[src/rtl/wb_regbus_bridge_pkg.sv]
// Shared types and default constants for the Wishbone-to-register-bus bridge.
package wb_regbus_bridge_pkg;

    // Bridge sequencing: wait for a strobe, hold the request, then one completion cycle.
    typedef enum logic [1:0] {
        IDLE = 2'd0,
        REQ  = 2'd1,
        DONE = 2'd2
    } br_state_e;

    localparam int          AW_DEFAULT          = 11;
    localparam int          DW_DEFAULT          = 32;
    localparam int          TIMEOUT_CYC_DEFAULT = 256;
    localparam logic [31:0] ERR_RDATA_DEFAULT   = 32'hDEAD_0BAD;

endpackage : wb_regbus_bridge_pkg

[src/rtl/wb_regbus_bridge_if.sv]
// Signal bundle for the bridge: Wishbone slave side plus peripheral register side.
interface wb_regbus_bridge_if #(
    parameter int AW = 11,
    parameter int DW = 32
) ();
    // Wishbone side
    logic            wbs_cyc_i;
    logic            wbs_stb_i;
    logic            wbs_we_i;
    logic [AW-1:0]   wbs_adr_i;
    logic [DW-1:0]   wbs_dat_i;
    logic [DW/8-1:0] wbs_sel_i;
    logic [DW-1:0]   wbs_dat_o;
    logic            wbs_ack_o;
    logic            wbs_err_o;

    // Peripheral register side
    logic            reg_cs;
    logic            reg_wr;
    logic [AW-1:0]   reg_addr;
    logic [DW-1:0]   reg_wdata;
    logic [DW/8-1:0] reg_be;
    logic [DW-1:0]   reg_rdata;
    logic            reg_ack;

    // Wishbone master plus peripheral responder (environment view).
    modport master (
        output wbs_cyc_i, wbs_stb_i, wbs_we_i, wbs_adr_i, wbs_dat_i, wbs_sel_i,
        input  wbs_dat_o, wbs_ack_o, wbs_err_o,
        input  reg_cs, reg_wr, reg_addr, reg_wdata, reg_be,
        output reg_rdata, reg_ack
    );

    // Bridge view.
    modport slave (
        input  wbs_cyc_i, wbs_stb_i, wbs_we_i, wbs_adr_i, wbs_dat_i, wbs_sel_i,
        output wbs_dat_o, wbs_ack_o, wbs_err_o,
        output reg_cs, reg_wr, reg_addr, reg_wdata, reg_be,
        input  reg_rdata, reg_ack
    );

endinterface : wb_regbus_bridge_if

[src/rtl/wb_regbus_bridge.sv]
// Converts one classic Wishbone access into a held reg_cs/reg_ack transaction,
// with a timeout that answers wbs_err_o when the responder never acks.
module wb_regbus_bridge
    import wb_regbus_bridge_pkg::*;
#(
    parameter int          AW          = AW_DEFAULT,
    parameter int          DW          = DW_DEFAULT,
    parameter int          TIMEOUT_CYC = TIMEOUT_CYC_DEFAULT,
    parameter logic [31:0] ERR_RDATA   = ERR_RDATA_DEFAULT
) (
    input  logic                mclk,
    input  logic                s_reset_n,
    wb_regbus_bridge_if.slave   bus,
    output logic                timeout_sts
);

    localparam int            CW        = (TIMEOUT_CYC > 2) ? $clog2(TIMEOUT_CYC) : 1;
    localparam logic [CW-1:0] CNT_LAST  = CW'(TIMEOUT_CYC - 1);
    localparam int            BW        = DW / 8;

    br_state_e       state_reg;
    logic [CW-1:0]   cnt_reg;
    logic            cs_reg;
    logic            wr_reg;
    logic [AW-1:0]   addr_reg;
    logic [DW-1:0]   wdata_reg;
    logic [BW-1:0]   be_reg;
    logic [DW-1:0]   rdata_reg;
    logic            ack_reg;
    logic            err_reg;
    logic            sts_reg;

    // Request/response sequencing; every output comes straight from a register.
    always_ff @(posedge mclk or negedge s_reset_n) begin
        if (!s_reset_n) begin
            state_reg <= IDLE;
            cnt_reg   <= '0;
            cs_reg    <= 1'b0;
            wr_reg    <= 1'b0;
            addr_reg  <= '0;
            wdata_reg <= '0;
            be_reg    <= '0;
            rdata_reg <= '0;
            ack_reg   <= 1'b0;
            err_reg   <= 1'b0;
            sts_reg   <= 1'b0;
        end else begin
            case (state_reg)
                IDLE: begin
                    ack_reg <= 1'b0;
                    err_reg <= 1'b0;
                    cnt_reg <= '0;
                    if (bus.wbs_cyc_i && bus.wbs_stb_i) begin
                        wr_reg    <= bus.wbs_we_i;
                        addr_reg  <= bus.wbs_adr_i;
                        wdata_reg <= bus.wbs_dat_i;
                        be_reg    <= bus.wbs_sel_i;
                        cs_reg    <= 1'b1;
                        state_reg <= REQ;
                    end
                end
                REQ: begin
                    // Abort beats ack, and ack beats the timeout.
                    if (!bus.wbs_cyc_i) begin
                        cs_reg    <= 1'b0;
                        cnt_reg   <= '0;
                        state_reg <= IDLE;
                    end else if (bus.reg_ack) begin
                        cs_reg    <= 1'b0;
                        rdata_reg <= wr_reg ? '0 : bus.reg_rdata;
                        ack_reg   <= 1'b1;
                        state_reg <= DONE;
                    end else if (cnt_reg == CNT_LAST) begin
                        cs_reg    <= 1'b0;
                        rdata_reg <= DW'(ERR_RDATA);
                        err_reg   <= 1'b1;
                        sts_reg   <= 1'b1;
                        state_reg <= DONE;
                    end else begin
                        cnt_reg <= cnt_reg + 1'b1;
                    end
                end
                DONE: begin
                    // Completion pulse lasts this one cycle; the dead cycle also
                    // keeps a still-high strobe from re-triggering immediately.
                    ack_reg   <= 1'b0;
                    err_reg   <= 1'b0;
                    cnt_reg   <= '0;
                    state_reg <= IDLE;
                end
                default: begin
                    cs_reg    <= 1'b0;
                    ack_reg   <= 1'b0;
                    err_reg   <= 1'b0;
                    cnt_reg   <= '0;
                    state_reg <= IDLE;
                end
            endcase
        end
    end

    assign bus.reg_cs    = cs_reg;
    assign bus.reg_wr    = wr_reg;
    assign bus.reg_addr  = addr_reg;
    assign bus.reg_wdata = wdata_reg;
    assign bus.reg_be    = be_reg;
    assign bus.wbs_dat_o = rdata_reg;
    assign bus.wbs_ack_o = ack_reg;
    assign bus.wbs_err_o = err_reg;
    assign timeout_sts   = sts_reg;

endmodule : wb_regbus_bridge

[src/flat_wrapper.sv]
// flat-port wrapper written by rule: the top's interface ports become plain ports
module wb_regbus_bridge_flat import wb_regbus_bridge_pkg::*;
#(
    parameter int          AW          = AW_DEFAULT,
    parameter int          DW          = DW_DEFAULT,
    parameter int          TIMEOUT_CYC = TIMEOUT_CYC_DEFAULT,
    parameter logic [31:0] ERR_RDATA   = ERR_RDATA_DEFAULT
)
  (mclk, s_reset_n, timeout_sts, bus_wbs_cyc_i, bus_wbs_stb_i, bus_wbs_we_i, bus_wbs_adr_i, bus_wbs_dat_i, bus_wbs_sel_i, bus_wbs_dat_o, bus_wbs_ack_o, bus_wbs_err_o, bus_reg_cs, bus_reg_wr, bus_reg_addr, bus_reg_wdata, bus_reg_be, bus_reg_rdata, bus_reg_ack);
  wb_regbus_bridge_if #(.AW(AW), .DW(DW)) bus_i ();
  input  logic mclk;
  input  logic s_reset_n;
  output logic timeout_sts;
  input wire logic [$bits(bus_i.wbs_cyc_i)-1:0] bus_wbs_cyc_i;
  input wire logic [$bits(bus_i.wbs_stb_i)-1:0] bus_wbs_stb_i;
  input wire logic [$bits(bus_i.wbs_we_i)-1:0] bus_wbs_we_i;
  input wire logic [$bits(bus_i.wbs_adr_i)-1:0] bus_wbs_adr_i;
  input wire logic [$bits(bus_i.wbs_dat_i)-1:0] bus_wbs_dat_i;
  input wire logic [$bits(bus_i.wbs_sel_i)-1:0] bus_wbs_sel_i;
  output wire logic [$bits(bus_i.wbs_dat_o)-1:0] bus_wbs_dat_o;
  output wire logic [$bits(bus_i.wbs_ack_o)-1:0] bus_wbs_ack_o;
  output wire logic [$bits(bus_i.wbs_err_o)-1:0] bus_wbs_err_o;
  output wire logic [$bits(bus_i.reg_cs)-1:0] bus_reg_cs;
  output wire logic [$bits(bus_i.reg_wr)-1:0] bus_reg_wr;
  output wire logic [$bits(bus_i.reg_addr)-1:0] bus_reg_addr;
  output wire logic [$bits(bus_i.reg_wdata)-1:0] bus_reg_wdata;
  output wire logic [$bits(bus_i.reg_be)-1:0] bus_reg_be;
  input wire logic [$bits(bus_i.reg_rdata)-1:0] bus_reg_rdata;
  input wire logic [$bits(bus_i.reg_ack)-1:0] bus_reg_ack;
  assign bus_i.wbs_cyc_i = bus_wbs_cyc_i;
  assign bus_i.wbs_stb_i = bus_wbs_stb_i;
  assign bus_i.wbs_we_i = bus_wbs_we_i;
  assign bus_i.wbs_adr_i = bus_wbs_adr_i;
  assign bus_i.wbs_dat_i = bus_wbs_dat_i;
  assign bus_i.wbs_sel_i = bus_wbs_sel_i;
  assign bus_wbs_dat_o = bus_i.wbs_dat_o;
  assign bus_wbs_ack_o = bus_i.wbs_ack_o;
  assign bus_wbs_err_o = bus_i.wbs_err_o;
  assign bus_reg_cs = bus_i.reg_cs;
  assign bus_reg_wr = bus_i.reg_wr;
  assign bus_reg_addr = bus_i.reg_addr;
  assign bus_reg_wdata = bus_i.reg_wdata;
  assign bus_reg_be = bus_i.reg_be;
  assign bus_i.reg_rdata = bus_reg_rdata;
  assign bus_i.reg_ack = bus_reg_ack;
  wb_regbus_bridge #(.AW(AW), .DW(DW), .TIMEOUT_CYC(TIMEOUT_CYC), .ERR_RDATA(ERR_RDATA)) u_core (.mclk(mclk), .s_reset_n(s_reset_n), .bus(bus_i), .timeout_sts(timeout_sts));
endmodule
[config.mk]
export PLATFORM = sky130hd
export DESIGN_NAME = wb_regbus_bridge_flat
export DESIGN_NICKNAME = d
export VERILOG_FILES = /design/src/rtl/wb_regbus_bridge_pkg.sv /design/src/rtl/wb_regbus_bridge_if.sv /design/src/rtl/wb_regbus_bridge.sv /design/src/flat_wrapper.sv
export SDC_FILE = /design/constraint.sdc
export NUM_CORES = 1
export LEC_CHECK = 0
export ABC_CLOCK_PERIOD_IN_PS = 5200
export BUFFER_PORTS_ARGS = -buffer_cell sky130_fd_sc_hd__buf_2
export CORE_MARGIN = 1
export CORE_UTILIZATION = 35
export CTS_CLUSTER_DIAMETER = 40
export DETAILED_ROUTE_END_ITERATION = 6
export REMOVE_ABC_BUFFERS = 1
export SLEW_MARGIN = 25
export SYNTH_ARGS = -nofsm -noshare
export SYNTH_HDL_FRONTEND = slang
export SYNTH_SLANG_ARGS = --single-unit
[constraint.sdc]
create_clock -name mclk -period 5.2 [get_ports mclk]
set_clock_uncertainty 0.2 [all_clocks]
set_input_delay 0.52 -clock mclk [delete_from_list [all_inputs] [get_ports mclk]]
set_output_delay 0.52 -clock mclk [all_outputs]
set_load 0.01 [all_outputs]
**After elaboration in Yosys (flattened, before gate mapping)**

Index checks and enable logic that the tools add are counted.

- Flip-flop bits (word level): 94
- Latch bits: 0
- RAM bits: 0
- Bits in read-only memories: 0
- Bits of input ports: 85
- Word-level logic and storage cells: 60
- Memories: 0

- Add/sub/neg operators: 1
- $mul: 0
- Div/mod/pow operators: 0
- Order comparisons: 0
- Equal/unequal tests: 11
- Shift-type cells: 0
- Multiplexer cells: 24
- Bitwise gates (word level): 2
- Reduce and logical (&&, ||, !) cells: 11

Operators by type and width:

| kind | number |
|---|---|
| 32-bit two-way mux | 3 |
| 8-bit two-way mux | 4 |
| 1-bit two-way mux | 11 |
| 3-bit AND reduction | 3 |
| 8-bit by 1-bit adder with 8-bit output, second input constant | 1 |
| 8-bit equality test, second input constant | 1 |
| 2-bit two-way mux | 4 |
| 2-bit AND reduction | 4 |
| 2-bit != test, second input constant | 3 |
| 3-bit != test, second input constant | 2 |
| 2-bit by 1-bit != test with 1-bit output, second input constant | 2 |
| 4-bit by 3-bit != test with 1-bit output, second input constant | 1 |
| 2-bit one-hot mux with 2 select lines | 1 |
| 4-bit AND reduction | 1 |
| 1-bit one-hot mux with 3 select lines | 1 |
| 2-bit by 1-bit equality test with 1-bit output, second input constant | 1 |
| 2-bit equality test, second input constant | 1 |
| 2-bit logical NOT | 1 |
| 1-bit NOT | 2 |
| 2-bit nonzero test | 1 |
| 1-bit logical AND | 1 |

**Longest topological paths before layout**

- Depth after elaboration: 5
- Mapped depth: 5

**Worst setup path after synthesis**

Ideal clock, no wire load.

- Path kind: input -> register
- From: input port bus_reg_ack
- To: register u_core.rdata_reg[10], in the netlist u_core.bus.wbs_dat_o[10]
- Data arrival time: 1.392 ns
- Data required time: 4.876 ns
- Setup slack: 3.484 ns
- Stages: 5
- Path buffers: 2
- Cell sequence: buf_2 nor2b_1 clkbuf_1 and3_1 a211o_1

- Word-level cells in the longest chain between the ends: 2
- Elaborated cells between the ends (all ways): 3
- Those cells by class: mux (1); reduce/logical (2)

RTL lines:

| element | line | text |
|---|---|---|
| start: declaration | flat_wrapper.sv:29 | `input wire logic [$bits(bus_i.reg_ack)-1:0] bus_reg_ack;` |
| 2-bit nonzero test (no line) | - |  |
| 3-bit AND reduction (no line) | - |  |
| end signal: assignment | wb_regbus_bridge.sv:70 | `rdata_reg <= wr_reg ? '0 : bus.reg_rdata;` |
| end signal: assignment | wb_regbus_bridge.sv:75 | `rdata_reg <= DW'(ERR_RDATA);` |
| end: declaration | wb_regbus_bridge.sv:28 | `logic [DW-1:0] rdata_reg;` |

Parallel ways exist; a longest one is shown, timed or not.
A chain may end at the register's enable or synchronous reset.

**Worst setup path in the final report**

- From: register u_core.wr_reg, in the netlist u_core.bus.reg_wr
- To: output port bus_reg_wr

RTL lines:

| element | line | text |
|---|---|---|
| start: declaration | wb_regbus_bridge.sv:24 | `logic wr_reg;` |
| start signal: assignment | wb_regbus_bridge.sv:54 | `wr_reg <= bus.wbs_we_i;` |
| end: declaration | flat_wrapper.sv:24 | `output wire logic [$bits(bus_i.reg_wr)-1:0] bus_reg_wr;` |

No word-level cell between the ends.

==> results.ini <==
[route]
via_per_inst=4.93
postRouteAntennaNets=0
dr_total_vias=3150
wirelength_um=9790
drc_errors=0
firstDrtPassIters=4
post_drt_wl_per_cell_um=15.3
drt_iter0_drc=110

[worst_setup_path]
regToRegStartpoint=u_core.cnt_reg[0]$_DFFE_PN0P_
critical_path.endpoint_type=primary output
reg2reg_to=u_core.bus.wbs_dat_o[23]$_DFFE_PN0P_
cp-start-kind=flip-flop
cp_slowest_stage_delay_ns=0.86
cp.depth=1
crit_slowest_cell=dfrtp_1
critical_path.startpoint=u_core.bus.reg_wr$_DFFE_PN0P_
path_cells=buf_2
cp_top_family=flip-flops
path_max_fanout=22
required_ns=4.48
endpoint=bus_reg_wr
reg2reg_depth=5
rrSetupSlack_ns=3.06
critPathKind=reg2out
path_buf_inv=1
arrival_ns=1.46

[timing]
final.min_clock_period_ns=2.18
tightest_slew_ns=0.984
finalSetupTns_ns=0
rsz0062_at_grt=no
max_freq_mhz=460
drv_slew=0
setup_ws_ns=3.02
hold_viol=0
relSlewSlack_pct=34.1
setup_viol_count_final=0
finalCritPeriodShare_pct=41.8

[worst_hold_path]
hold_class=in2reg
hp-start=bus_wbs_dat_i[18]

[clock_tree]
cts_made_buffers=9
clk_path_buf_depth=2
cts_tree=done
clkLatencyLatePin_ns=0.33
cts_sinks=94
clockRootBuffer=clkbuf_16
ctsResizeCount=0
htreeDepth=3
clk_pin_slew_ns=0.06
post-cts-setup-buffer-count=0

[global_route]
grt_pass1_vias=3199
grt_pass1_wl_um=15600
antenna_found_initial=0
grt_max_degree=53
grt_use_total_pct=17.3
grt_overflow=0

[die]
num_io_pins=169
rows=38
fp.dieW_um=110
start_util_pct=36.7
dieArea_mm2=0.0120
core-area_mm2=0.0110
fp.dieH_um=110

[synth]
yosysMostFrequentCell=dfrtp_1
netlist-cell-type-count=38
synthFlopType=dfrtp_1
async_flop_share_pct=100
syn_inst=332
yosysWarningCount=0
yosys.area.top_type=dfrtp_1
synth_edf_count=0
yosys-top-cells-count=94 x dfrtp_1, 44 x mux2_2, 23 x a21oi_1
ys_seq_area_share_pct=58.1
syn_area_per_cell_um2=12.2
ys_seq_elements=94
synth_area_mm2=0.00405
synth_area_leaders=dfrtp_1 58%, mux2_2 12%, nor2b_1 3.2%
synth_top_area_share_pct=58.1

[layout]
final_nets=580
layout-drive-gt1-share_pct=47.1
area_delta_synth_final_pct=31.8
diodes=0

[flow_run]
cap_violations=0

[power]
p_int_mw=1.47
power.leakage_nw=2.57
pwr-share-seq_pct=45.2
p_sw_mw=0.538
switching_share_pct=26.8
p_clk_share_pct=35.2
powerDensity_mw_per_mm2=377
ir_drop_uv=180
p_comb_share_pct=19.6

[place]
dpl.hpwl_um=6770
gp_congestion=0.753
io_buffer_count=168
post-place-ws_ns=2.82

[status]
status=finished clean

==> how the worst min path moves through the flow <==
stage                     slack (ns)  cells after the start                                    to
after floorplan                 0.02                      0    u_core.bus.reg_addr[0]$_DFFE_PN0P_
after global placement          0.25                      1        u_core.timeout_sts$_DFFE_PN0P_
after detailed placement        0.25                      1        u_core.timeout_sts$_DFFE_PN0P_
after CTS                       0.19                      2  u_core.bus.reg_wdata[18]$_DFFE_PN0P_
after global routing            0.19                      2  u_core.bus.reg_wdata[17]$_DFFE_PN0P_
final                           0.20                      2  u_core.bus.reg_wdata[18]$_DFFE_PN0P_
==> kinds of logic (layout without fill, tap and decap cells) <==
group / count (synthesis) / count (layout) / share of synthesized area, %
buf+inv: 43 / 210 / 4.79
flops: 94 / 94 / 58.1
mux: 50 / 50 / 13.9
simple gates: 77 / 77 / 11.8
fa+ha+maj: 1 / 1 / 0.309
compound gates: 67 / 67 / 11.2
==> power by group through the flow <==
stage                     Sequential [mW]  Clock (mW)  Combinational (mW)
final                               0.909       0.708               0.393
after global routing                0.926       0.761               0.436
after CTS                           0.911       0.734               0.402
after detailed placement            0.921           0               0.401
after global placement              0.919           0               0.389
after floorplan                     0.965           0               0.153
==> placed cells by master (no fill, tap or decap), types with 2 or more instances in the layout <==
cell type   instances
buf_2             167
dfrtp_1            94
mux2_2             44
a21oi_1            23
inv_1              22
nor2b_1            21
o22ai_1            19
and3_1             16
and2_1             14
a211o_1            13
clkbuf_16           9
nand2_1             6
mux2_1              4
nor3_1              4
a31oi_1             3
buf_4               3
and3b_1             2
nand4b_1            2
nand3b_1            2
nor2_1              2
nand3_1             2
o21ai_0             2
mux2i_1             2
clkinv_2            2
bufinv_16           2
clkinvlp_4          2
==> repair_timing <==
item                       in CTS  in global routing
setup endpoints to repair       0                  0
hold endpoints to repair       42                  0
hold buffers                    1                  0
==> area by class of cell <==
class / instances / area (um^2)
multi-input combinational: 195 / 1500
fill: 1017 / 5700
clock inverter: 6 / 85.1
sequential: 94 / 2350
clock buffer: 10 / 239
timing repair buffer: 172 / 896
inverter: 22 / 82.6
tap: 140 / 175
==> through the flow <==
step | instance area (um^2) | total power, mW | util, % | hold WS [ns] | instances
detailed placement | 5000 | 1.32 | 45.3 | 0.254 | 622
global placement | 4970 | 1.31 | 45.1 | 0.252 | 621
global route | 5330 | 2.12 | 48.3 | 0.194 | 639
floorplan | 3940 | 1.12 | - | 0.0244 | 311
CTS | 5330 | 2.05 | 48.3 | 0.186 | 639
finish | 5330 | 2.01 | 48.3 | 0.201 | 639
==> routing by layer <==
| metal | global-route usage [%] | routed length, um | vias to the layer above |
|---|---|---|---|
| li1 | - | - | 1498 |
| met5 | 0 | 0 | - |
| met1 | 20.6 | 4100 | 1512 |
| met4 | 6.00 | 127 | 0 |
| met3 | 8.36 | 1170 | 7 |
| met2 | 27.2 | 4400 | 133 |
No activity file was read; power rests on OpenSTA's default activity.
